<file path="src/rtl/edge_meter.sv">
// Edge meter: synchronizes an asynchronous input, reports rise/fall pulses, counts rising edges
// and measures the period between them. Define EDGE_METER_GLITCH_FILTER_EN for a 2-cycle filter.
module edge_meter #(
  parameter int unsigned CNT_W       = 16,
  parameter int unsigned SYNC_STAGES = 2
) (
  input  logic             clk,
  input  logic             rst_n,
  input  logic             in,
  input  logic             clr,
  output logic             rise,
  output logic             fall,
  output logic [CNT_W-1:0] edge_cnt,
  output logic [CNT_W-1:0] period,
  output logic             period_vld,
  output logic             overflow
);

  localparam logic [CNT_W-1:0] TimerMax = '1;

  typedef enum logic {StIdle, StRun} state_e;

  logic [SYNC_STAGES-1:0] sync_q;
  logic                   s;
  logic                   det;
  logic                   det_d_q;
  logic                   acc_rise, acc_fall;

  state_e           state_q, state_d;
  logic [CNT_W-1:0] timer_q, timer_d;
  logic [CNT_W-1:0] cnt_q, cnt_d;
  logic [CNT_W-1:0] period_q, period_d;
  logic             ovf_q, ovf_d;
  logic             pv_q, pv_d;
  logic             rise_q, rise_d;
  logic             fall_q, fall_d;

  assign s = sync_q[SYNC_STAGES-1];

  // Synchronizer and edge-detect history are never cleared by clr, so no edge appears on release.
  always_ff @(posedge clk or negedge rst_n) begin
    if (!rst_n) begin
      sync_q  <= '0;
      det_d_q <= 1'b0;
    end else begin
      sync_q  <= {sync_q[SYNC_STAGES-2:0], in};
      det_d_q <= det;
    end
  end

`ifdef EDGE_METER_GLITCH_FILTER_EN
  logic hold_q, filt_q;

  // Accept a new level only once s has shown it on two consecutive cycles.
  always_ff @(posedge clk or negedge rst_n) begin
    if (!rst_n) begin
      hold_q <= 1'b0;
      filt_q <= 1'b0;
    end else begin
      hold_q <= s;
      if (s == hold_q) begin
        filt_q <= s;
      end
    end
  end

  assign det = filt_q;
`else
  assign det = s;
`endif

  assign acc_rise = det & ~det_d_q;
  assign acc_fall = ~det & det_d_q;

  always_comb begin
    state_d  = state_q;
    timer_d  = timer_q;
    cnt_d    = cnt_q;
    period_d = period_q;
    ovf_d    = ovf_q;
    pv_d     = 1'b0;
    rise_d   = acc_rise;
    fall_d   = acc_fall;
    if (clr) begin
      state_d  = StIdle;
      timer_d  = '0;
      cnt_d    = '0;
      period_d = '0;
      ovf_d    = 1'b0;
      rise_d   = 1'b0;
      fall_d   = 1'b0;
    end else begin
      case (state_q)
        StIdle: begin
          timer_d = '0;
          if (acc_rise) begin
            state_d = StRun;
            timer_d = {{(CNT_W-1){1'b0}}, 1'b1};
            cnt_d   = cnt_q + 1'b1;
          end
        end
        StRun: begin
          if (acc_rise) begin
            // A saturated timer already holds the maximum, so it doubles as the clamped period.
            period_d = timer_q;
            pv_d     = 1'b1;
            timer_d  = {{(CNT_W-1){1'b0}}, 1'b1};
            cnt_d    = cnt_q + 1'b1;
          end else if (timer_q != TimerMax) begin
            timer_d = timer_q + 1'b1;
            if (timer_d == TimerMax) begin
              ovf_d = 1'b1;
            end
          end
        end
        default: state_d = StIdle;
      endcase
    end
  end

  always_ff @(posedge clk or negedge rst_n) begin
    if (!rst_n) begin
      state_q  <= StIdle;
      timer_q  <= '0;
      cnt_q    <= '0;
      period_q <= '0;
      ovf_q    <= 1'b0;
      pv_q     <= 1'b0;
      rise_q   <= 1'b0;
      fall_q   <= 1'b0;
    end else begin
      state_q  <= state_d;
      timer_q  <= timer_d;
      cnt_q    <= cnt_d;
      period_q <= period_d;
      ovf_q    <= ovf_d;
      pv_q     <= pv_d;
      rise_q   <= rise_d;
      fall_q   <= fall_d;
    end
  end

  assign rise       = rise_q;
  assign fall       = fall_q;
  assign edge_cnt   = cnt_q;
  assign period     = period_q;
  assign period_vld = pv_q;
  assign overflow   = ovf_q;

endmodule

</file>
<file path="config.mk">
export PLATFORM = sky130hd
export DESIGN_NAME = edge_meter
export DESIGN_NICKNAME = d
export VERILOG_FILES = /design/src/rtl/edge_meter.sv
export SDC_FILE = /design/constraint.sdc
export NUM_CORES = 1
export LEC_CHECK = 0
export BUFFER_PORTS_ARGS = -buffer_cell sky130_fd_sc_hd__buf_4
export CAP_MARGIN = 5
export CELL_PAD_IN_SITES_DETAIL_PLACEMENT = 1
export CELL_PAD_IN_SITES_GLOBAL_PLACEMENT = 2
export CORE_UTILIZATION = 30
export CTS_CLUSTER_DIAMETER = 100
export DETAILED_ROUTE_END_ITERATION = 8
export GPL_ROUTABILITY_DRIVEN = 1
export GPL_TIMING_DRIVEN = 1
export PLACE_DENSITY_LB_ADDON = 0.1
export SLEW_MARGIN = 20
export SYNTH_ARGS = -nofsm -noshare
export SYNTH_HDL_FRONTEND = slang
export SYNTH_SLANG_ARGS = --single-unit
</file>
<file path="constraint.sdc">
create_clock -name clk -period 1.8 [get_ports clk]
set_input_delay 0.09 -clock clk [delete_from_list [all_inputs] [get_ports clk]]
set_output_delay 0.09 -clock clk [all_outputs]
set_load 0.02 [all_outputs]
</file>
==> results of run 1 <==
## report_power, final
part / switching (mW) / total, mW / internal, mW
clock network: 0.405 / 0.818 / 0.414
logic: 0.0772 / 0.118 / 0.0409
registers: 0.0109 / 1.28 / 1.27
## state kept, by name, indices dropped and copies added, names as in the netlist
name and flops:
rise 1, fall 1, edge_cnt 16, overflow 1
det_d_q 1, state_q 1, timer_q 16, sync_q 2
period 16, period_vld 1
## per-layer routing
metal,GRT usage (%),up-vias
met3,2.76,6
met1,21.9,1078
li1,-,1024
met5,0,-
met4,3.73,0
met2,27.7,25
## cell type report
type / count / area share, %
Timing Repair Buffer: 78 / 17.3
Clock inverter: 2 / 0.998
Clock buffer: 6 / 2.07
Inverter: 1 / 0.107
Sequential cell: 56 / 40.0
Tap cell: 105 / 3.74
Multi-Input combinational cell: 177 / 35.8
## synthesized netlist by cell type, drive strengths merged
library cell	instances
o311a	1
xor2	19
clkbuf	14
o211ai	1
dfrtp	56
nor4b	1
or2	1
nor3	4
nor4	2
a22o	16
nand2b	2
o21ai	2
and2	2
nor3b	2
nand4	11
o311ai	1
a2111oi	1
a21oi	17
xnor2	10
nand2	15
nand3b	1
a211oi	2
inv	1
and3b	1
a31oi	1
and3	2
nand3	14
a221oi	1
ha	3
mux2	1
nor2b	3
or3	1
buf	5
nor2	30
a31o	2
and4	3
and4b	3
o32a	1
## cell families after synthesis
| group | after synthesis | share of synthesized area (%) |
|---|---|---|
| mux | 1 | 0.424 |
| simple gates | 98 | 20.2 |
| fa+ha+maj | 3 | 1.41 |
| xor+xnor | 29 | 9.57 |
| flops | 56 | 52.8 |
| buf+inv | 20 | 3.06 |
| compound gates | 46 | 12.5 |
## metrics by stage
stage / hold slack (ns) / TNS [ns] / power (mW) / setup WS, ns / std cells
6_report: 0.214 / 0 / 2.22 / 0.0428 / 425
5_1_grt: 0.235 / -0.0437 / 2.33 / -0.0437 / 425
4_1_cts: 0.215 / 0 / 2.26 / 0.0217 / 422
3_5_place_dp: 0.203 / -0.0177 / 1.42 / -0.0177 / 412
3_3_place_gp: 0.200 / 0 / 1.42 / 0.0108 / 412
2_1_floorplan: -0.206 / 0 / 1.35 / 0.0488 / 253
## worst max-delay path by stage
stage	from	end	slack (ns)
after floorplan	timer_q[1]$_DFFE_PN0P_	overflow$_DFFE_PN0P_	0.05
after detailed placement	timer_q[0]$_DFFE_PN0P_	overflow$_DFFE_PN0P_	-0.02
after CTS	timer_q[0]$_DFFE_PN0P_	overflow$_DFFE_PN0P_	0.02
final	timer_q[1]$_DFFE_PN0P_	overflow$_DFFE_PN0P_	0.04
after global routing	timer_q[1]$_DFFE_PN0P_	overflow$_DFFE_PN0P_	-0.04
after global placement	timer_q[0]$_DFFE_PN0P_	overflow$_DFFE_PN0P_	0.01
## timing repair
item,CTS,global route
endpoints found under the setup margin,1,6
buffers inserted,0,3
hold endpoints to repair,57,0
pin swaps,0,5
gates resized for setup,4,23
hold buffers,2,0
## worst min-delay path: cells and delay by family
family / cells / cell delay, ns
AOI/OAI and AO/OA: 1 / 0.07
buffers and inverters: 2 / 0.34
==> flow_metrics.py, run 1 <==
metrics = {
    "run_status": {
        "outcome": "finished, final reports clean",
    },
    "clocking": {
        "cts_tree": "built",
        "numCtsBuffers": 5,
        "cts.sinks": 56,
        "clk-insertion-delay-late_ns": 0.31,
        "htreeDepth": 2,
        "ctsRootBufferMaster": "clkbuf_8",
        "clk_pin_slew_ns": 0.10,
        "cts_buffer_depth": 2,
    },
    "synthesis": {
        "synth.avg_cell_area_um2": 10.5,
        "synthTopCellsByArea": "dfrtp_1 (53%), xor2_1 (6.3%), a22o_1 (5.3%)",
        "synth_warnings": 0,
        "synth_cell_types": 43,
        "yosysTopAreaCell": "dfrtp_1",
        "yosysSeqAreaShare_pct": 52.8,
        "synthCells": 253,
        "synthesis.area_um2": 2660,
        "synth.ff_latch_count": 56,
        "synth_top_area_share_pct": 52.8,
        "syn-num-nets": 260,
    },
    "hold_path": {
        "min_path_cells": 3,
        "worstHoldStart": "clr",
        "hp-class": "input port to register",
        "whs_endpoint": "edge_cnt[1]$_DFFE_PN0P_",
    },
    "setup_path": {
        "reg2reg_slack_ns": 0.04,
        "slowest_delay_ns": 0.44,
        "path_depth": 6,
        "worst_ep_required_time_ns": 2.04,
        "worst-path-max-fanout": 7,
        "r2r-end": "overflow$_DFFE_PN0P_",
        "start_kind": "register",
        "end_kind": "register",
        "r2r_start": "timer_q[1]$_DFFE_PN0P_",
        "crit_buf_inv": 1,
        "worstSetupPathType": "register to register",
        "r2r_cells": 6,
        "cpLargestDelayFamily": "compound AO/OA/AOI/OAI gates",
        "cp.arrival_ns": 2.00,
        "crit_chain": "buf_6 > nand2_2 > nand2_1 > o32a_1 > a2111oi_4 > a31o_1",
        "cp_slowest_cell": "dfrtp_1",
    },
    "floorplan": {
        "die-area_um2": 9230,
        "rows": 33,
        "top_level_ports": 40,
        "die_height_um": 96.1,
        "core_area_um2": 8380,
        "start_util_pct": 31.7,
        "die_w_um": 96.1,
    },
    "drt": {
        "ant_nets": 0,
        "wire_per_inst_um": 16.7,
        "vias_per_cell": 5.02,
        "drt_iter0_markers": 51,
        "wl_met1_um": 3390,
        "wl_met2_um": 3470,
        "drt-pass1-iter-count": 4,
        "wl_met3_um": 180,
        "vias": 2133,
        "wirelength_um": 7100,
        "top_layer": "met4",
        "drc": 0,
    },
    "placed_design": {
        "gp_congestion": 0.822,
        "post-dp-hpwl_um": 4940,
        "place_area_um2": 3260,
        "numPortBuffers": 39,
    },
    "sta": {
        "final_max_slew_viol_count": 0,
        "finalSetupViolations": 0,
        "skew_ns": 0.0115,
        "slew-limit-headroom_pct": 51.6,
        "tightest_slew_ns": 0.726,
        "finalCritPeriodShare_pct": 97.6,
        "fin_crit_ns": 1.76,
        "clock.fmax_mhz": 569,
        "hold_viol": 0,
    },
    "cells_and_area": {
        "final_area_um2": 3510,
        "layout.nets": 326,
        "area_growth_syn_to_layout_pct": 32.2,
        "layout_commonest_cell": "buf_4",
        "n_fill_cell": 949,
        "regArea_um2": 1410,
        "drive_above_1_share_pct": 33.1,
        "multiInputGateArea_um2": 1260,
        "final_cell_mix": "buf_4 (73), dfrtp_1 (53), nor2_1 (29), xor2_1 (19), a22o_1 (16)",
        "diodes": 0,
        "final_core_util_pct": 41.9,
    },
    "global_routing": {
        "grt_max_degree": 57,
        "grt_pass1_wl_um": 11500,
        "antenna_found_initial": 0,
        "first_global_vias": 2189,
        "grt_usage_pct": 16.4,
        "gr-total-overflow": 0,
    },
    "power_and_ir_drop": {
        "p_per_area_nw_per_um2": 631,
        "vdd_drop_max_uv": 259,
        "p_leak_nw": 1.58,
    },
    "flow_run": {
        "drv_cap": 0,
    },
}
Note: power is estimated with default switching activity, not from simulation.
==> inputs of run 2 (changes only) <==
Settings changed: MAX_ROUTING_LAYER set to met4.
==> run 2 against run 1 <==
Register-to-register slack about the same. Global-route usage rose by 0.53 points. Cell area stayed put. Critical endpoint unchanged. Clock power up 0.7%. Largest cell class unchanged. First-iteration DRC count grew 2.0%. Sequential power barely moved.
==> flow_metrics.py, run 2 (synthesis results as in run 1) <==
metrics = {
    "run_status": {
        "outcome": "finished, final reports clean",
    },
    "sta": {
        "tightest_slew_ns": 0.725,
        "final_max_slew_viol_count": 0,
        "finalCritPeriodShare_pct": 97.0,
        "skew_ns": 0.0115,
        "fin_crit_ns": 1.75,
        "hold_viol": 0,
        "clock.fmax_mhz": 573,
        "holdWs_ns": 0.215,
        "finalSetupViolations": 0,
        "slew-limit-headroom_pct": 51.6,
    },
    "floorplan": {
        "core_area_um2": 8380,
        "die_w_um": 96.1,
        "top_level_ports": 40,
        "rows": 33,
        "die-area_um2": 9230,
        "start_util_pct": 31.7,
        "die_height_um": 96.1,
    },
    "setup_path": {
        "worst-path-max-fanout": 9,
        "r2r_cells": 6,
        "worstSetupPathType": "register to register",
        "start_kind": "register",
        "reg2reg_slack_ns": 0.05,
        "cp_slowest_cell": "dfrtp_1",
        "worst_ep_required_time_ns": 2.00,
        "r2r_start": "timer_q[1]$_DFFE_PN0P_",
        "slowest_delay_ns": 0.44,
        "cp.arrival_ns": 1.94,
        "crit_chain": "ha_4 > buf_8 > and4b_1 > a221oi_2 > a2111oi_4 > a31o_1",
        "end_kind": "register",
        "r2r-end": "overflow$_DFFE_PN0P_",
    },
    "drt": {
        "vias": 2130,
        "drt_iter0_markers": 52,
        "ant_nets": 0,
        "drt-pass1-iter-count": 4,
        "vias_per_cell": 5.01,
        "wire_per_inst_um": 16.7,
        "drc": 0,
        "wirelength_um": 7080,
    },
    "cells_and_area": {
        "instances_no_fill": 425,
        "area_growth_syn_to_layout_pct": 32.2,
        "diodes": 0,
        "final_cell_mix": "buf_4 (73), dfrtp_1 (53), nor2_1 (29), xor2_1 (19), a22o_1 (16)",
        "drive_above_1_share_pct": 33.1,
        "layout.nets": 326,
        "layout_commonest_cell": "buf_4",
        "final_area_um2": 3510,
    },
    "clocking": {
        "cts_buffer_depth": 2,
        "clk_pin_slew_ns": 0.10,
        "htreeDepth": 2,
        "cts_tree": "built",
        "numCtsBuffers": 5,
        "ctsRootBufferMaster": "clkbuf_8",
        "cts.sinks": 56,
        "clk-insertion-delay-late_ns": 0.31,
    },
    "placed_design": {
        "gp_congestion": 0.834,
        "place_area_um2": 3260,
        "post-dp-hpwl_um": 4940,
        "numPortBuffers": 39,
        "placedCellCount": 412,
    },
    "power_and_ir_drop": {
        "vdd_drop_max_uv": 259,
        "p_leak_nw": 1.58,
        "p_per_area_nw_per_um2": 633,
    },
    "hold_path": {
        "min_path_cells": 3,
        "whs_endpoint": "edge_cnt[1]$_DFFE_PN0P_",
        "hp-class": "input port to register",
        "worstHoldStart": "clr",
    },
    "global_routing": {
        "gr-total-overflow": 0,
        "grt_max_degree": 57,
        "grt_usage_pct": 16.9,
        "antenna_found_initial": 0,
        "grt_pass1_wl_um": 11500,
        "first_global_vias": 2186,
    },
    "flow_run": {
        "drv_cap": 0,
    },
}
## run 2: metrics by stage
stage	power, mW	util (%)	setup slack, ns	TNS (ns)
CTS	2.26	40.6	0.0217	0
global placement	1.42	38.9	0.0108	0
detailed placement	1.42	38.9	-0.0177	-0.0177
finish	2.22	41.9	0.0537	0
floorplan	1.35	-	0.0488	0
global route	2.33	41.9	-0.0400	-0.0400
## run 2: routing by layer
metal	routed length [µm]	track usage (%)	share of wire, %	vias up
li1	-	-	-	1026
met1	3400	22.1	48	1071
met2	3450	27.4	49	27
met3	188	2.92	2.7	6
met4	36	3.73	0.51	0
met5	0	-	0	-
## run 2: cell type report
class	count	area [µm²]
well taps	105	131
multi-input cells	177	1260
fillers	949	4870
flip-flops and latches	56	1410
inverters	1	3.75
clock buffers	6	72.6
repair buffers	78	606
clock inverters	2	35.0
## run 2: repair_timing
action / in CTS / in global routing
hold buffers: 2 / 0
setup endpoints to repair: 1 / 6
buffers inserted: 0 / 3
resized for setup: 4 / 23
pin swaps: 0 / 5
endpoints found under the hold margin: 57 / 0
## run 2: worst max-delay path by stage
stage | slack [ns] | startpoint | depth (start not counted) | end
after floorplan | 0.05 | timer_q[1]$_DFFE_PN0P_ | 6 | overflow$_DFFE_PN0P_
after global placement | 0.01 | timer_q[0]$_DFFE_PN0P_ | 6 | overflow$_DFFE_PN0P_
after detailed placement | -0.02 | timer_q[0]$_DFFE_PN0P_ | 6 | overflow$_DFFE_PN0P_
after CTS | 0.02 | timer_q[0]$_DFFE_PN0P_ | 6 | overflow$_DFFE_PN0P_
after global routing | -0.04 | timer_q[0]$_DFFE_PN0P_ | 6 | overflow$_DFFE_PN0P_
final | 0.05 | timer_q[1]$_DFFE_PN0P_ | 6 | overflow$_DFFE_PN0P_
## run 2: critical path: cells and delay by family (launching register included)
| family | cells | cell delay, ns |
|---|---|---|
| adder cells (fa/ha/maj) | 1 | 0.20 |
| AO/OA/AOI/OAI | 3 | 0.68 |
| buffers and inverters | 1 | 0.13 |
| AND/OR/NAND/NOR | 1 | 0.19 |
| flip-flops | 1 | 0.44 |
## run 2: power breakdown
| group | internal [mW] | switching [mW] |
|---|---|---|
| Clock | 0.414 | 0.410 |
| Sequential | 1.27 | 0.0108 |
| Combinational | 0.0408 | 0.0769 |
==> inputs of run 3 (changes only) <==
Settings changed: SETUP_SLACK_MARGIN set to 0.15.
==> run 3 against run 2 <==
Via count decreased by 0.80%. Global-route usage rose by 0.29 points. Flip-flop and latch count unchanged. Count of clock-buffer cells in the layout is the same. Sequential power barely moved. Largest power group unchanged. Non-clock buffer count is 5 lower.
==> flow_metrics.py, run 3 (synthesis results as in run 1) <==
metrics = {
    "floorplan": {
        "die-area_um2": 9230,
        "start_util_pct": 31.7,
        "core_area_um2": 8380,
        "die_w_um": 96.1,
        "die_height_um": 96.1,
        "rows": 33,
        "top_level_ports": 40,
    },
    "sta": {
        "finalCritPeriodShare_pct": 94.2,
        "tightest_slew_ns": 0.729,
        "slew-limit-headroom_pct": 51.4,
        "hold_viol": 0,
        "rsz0062_at_grt": "yes",
        "clock.fmax_mhz": 590,
        "holdWs_ns": 0.211,
        "final_max_slew_viol_count": 0,
        "finalSetupViolations": 0,
        "setup_ws_ns": 0.104,
        "fin_crit_ns": 1.70,
        "skew_ns": 0.00801,
    },
    "drt": {
        "drt_iter0_markers": 57,
        "drt-pass1-iter-count": 4,
        "vias": 2113,
        "wirelength_um": 7000,
        "wire_per_inst_um": 16.7,
        "ant_nets": 0,
        "vias_per_cell": 5.04,
        "drc": 0,
    },
    "setup_path": {
        "r2r_cells": 6,
        "r2r-end": "overflow$_DFFE_PN0P_",
        "cp.arrival_ns": 1.91,
        "cp_slowest_cell": "dfrtp_1",
        "crit_chain": "ha_4 > buf_6 > and4b_1 > a221oi_2 > a2111oi_4 > a31o_1",
        "slowest_delay_ns": 0.45,
        "end_kind": "register",
        "crit_buf_inv": 1,
        "worst-path-max-fanout": 6,
        "worstSetupPathType": "register to register",
        "r2r_start": "timer_q[1]$_DFFE_PN0P_",
        "reg2reg_slack_ns": 0.10,
        "cpLargestDelayFamily": "compound AO/OA/AOI/OAI gates",
        "worst_ep_required_time_ns": 2.01,
        "start_kind": "register",
    },
    "clocking": {
        "cts.sinks": 56,
        "cts_tree": "built",
        "htreeDepth": 2,
        "numCtsBuffers": 5,
        "cts_buffer_depth": 2,
        "clk-insertion-delay-late_ns": 0.31,
        "clk_pin_slew_ns": 0.10,
        "ctsRootBufferMaster": "clkbuf_8",
    },
    "power_and_ir_drop": {
        "switching_share_pct": 23.6,
        "p_leak_nw": 1.56,
        "vdd_drop_max_uv": 242,
        "clkPwrFrac_pct": 34.0,
        "p_per_area_nw_per_um2": 609,
        "seq_power_share_pct": 60.8,
        "switchingPower_uw": 497,
        "intPower_mw": 1.61,
        "pwr-share-comb_pct": 5.2,
    },
    "cells_and_area": {
        "final_cell_mix": "buf_4 (68), dfrtp_1 (51), nor2_1 (29), xor2_1 (19), a22o_1 (16)",
        "multiInputGateArea_um2": 1260,
        "regArea_um2": 1410,
        "diodes": 0,
        "layout_commonest_cell": "buf_4",
        "final_core_util_pct": 41.3,
        "n_fill_cell": 942,
        "area_growth_syn_to_layout_pct": 30.5,
        "layout.nets": 321,
        "drive_above_1_share_pct": 32.2,
    },
    "global_routing": {
        "first_global_vias": 2195,
        "grt_usage_pct": 17.2,
        "grt_max_degree": 57,
        "grt_pass1_wl_um": 11600,
        "gr-total-overflow": 0,
        "antenna_found_initial": 0,
    },
    "hold_path": {
        "whs_endpoint": "edge_cnt[1]$_DFFE_PN0P_",
        "hp-class": "input port to register",
        "min_path_cells": 3,
        "worstHoldStart": "clr",
    },
    "placed_design": {
        "post-dp-hpwl_um": 4900,
        "numPortBuffers": 39,
        "gp_congestion": 0.842,
        "dp_slack_ns": -0.000721,
    },
    "run_status": {
        "outcome": "finished, final reports clean",
    },
    "flow_run": {
        "drv_cap": 0,
    },
}
run 3: changes by cell type in the layout (fill, tap and decap cells not counted), sizes merged:
| cell | previous run | this run |
|---|---|---|
| buf | 76 | 71 |
| bufinv | 1 | 0 |
run 3: worst max-delay path by stage:
stage	slack, ns	startpoint	cells past startpoint	to
6_report	0.10	timer_q[1]$_DFFE_PN0P_	6	overflow$_DFFE_PN0P_
3_5_place_dp	-0.0007	timer_q[0]$_DFFE_PN0P_	6	overflow$_DFFE_PN0P_
4_1_cts	0.12	timer_q[1]$_DFFE_PN0P_	6	overflow$_DFFE_PN0P_
2_1_floorplan	0.15	timer_q[1]$_DFFE_PN0P_	6	overflow$_DFFE_PN0P_
5_1_grt	0.04	timer_q[1]$_DFFE_PN0P_	7	timer_q[0]$_DFFE_PN0P_
3_3_place_gp	0.03	timer_q[0]$_DFFE_PN0P_	5	overflow$_DFFE_PN0P_
run 3: repair_timing:
item / in CTS / in global routing
gates resized for setup: 13 / 7
endpoints found under the hold margin: 57 / 0
setup buffers: 2 / 0
hold buffers: 2 / 0
setup endpoints to repair: 11 / 18
pin swaps: 4 / 0
run 3: worst reg2reg max path, cell delays in order, from the launching register on:
cell       delay [ns]
dfrtp_1          0.45
ha_4             0.22
buf_6            0.13
and4b_1          0.19
a221oi_2         0.34
a2111oi_4        0.06
a31o_1           0.22
run 3: power groups by stage:
stage          Sequential [mW]  Combinational (mW)  Clock [mW]
2_1_floorplan             1.31              0.0359           0
3_3_place_gp              1.31               0.106           0
3_5_place_dp              1.31               0.107           0
4_1_cts                   1.28               0.113       0.761
5_1_grt                   1.28               0.125       0.813
6_report                  1.28               0.109       0.718
run 3: routing by layer:
metal | up-vias | share of wire, % | global-route usage, %
li1 | 1015 | - | -
met1 | 1064 | 48 | 23.3
met2 | 27 | 48 | 27.5
met3 | 7 | 2.7 | 2.37
met4 | 0 | 0.67 | 3.73
met5 | - | 0 | -
run 3: final cells by class:
class,count,share of cell area [%]
Timing Repair Buffer,73,16.5
Tap cell,105,3.79
Inverter,1,0.108
Sequential cell,56,40.6
Clock inverter,1,0.253
Clock buffer,6,2.38
Multi-Input combinational cell,177,36.3
run 3: stage by stage:
step,instances,TNS (ns),total power [mW],area [µm²]
after floorplan,253,0,1.35,2670
after global placement,408,0,1.41,3250
after detailed placement,408,-0.000721,1.41,3250
after CTS,419,0,2.16,3440
after global routing,419,0,2.22,3460
final,419,0,2.11,3460
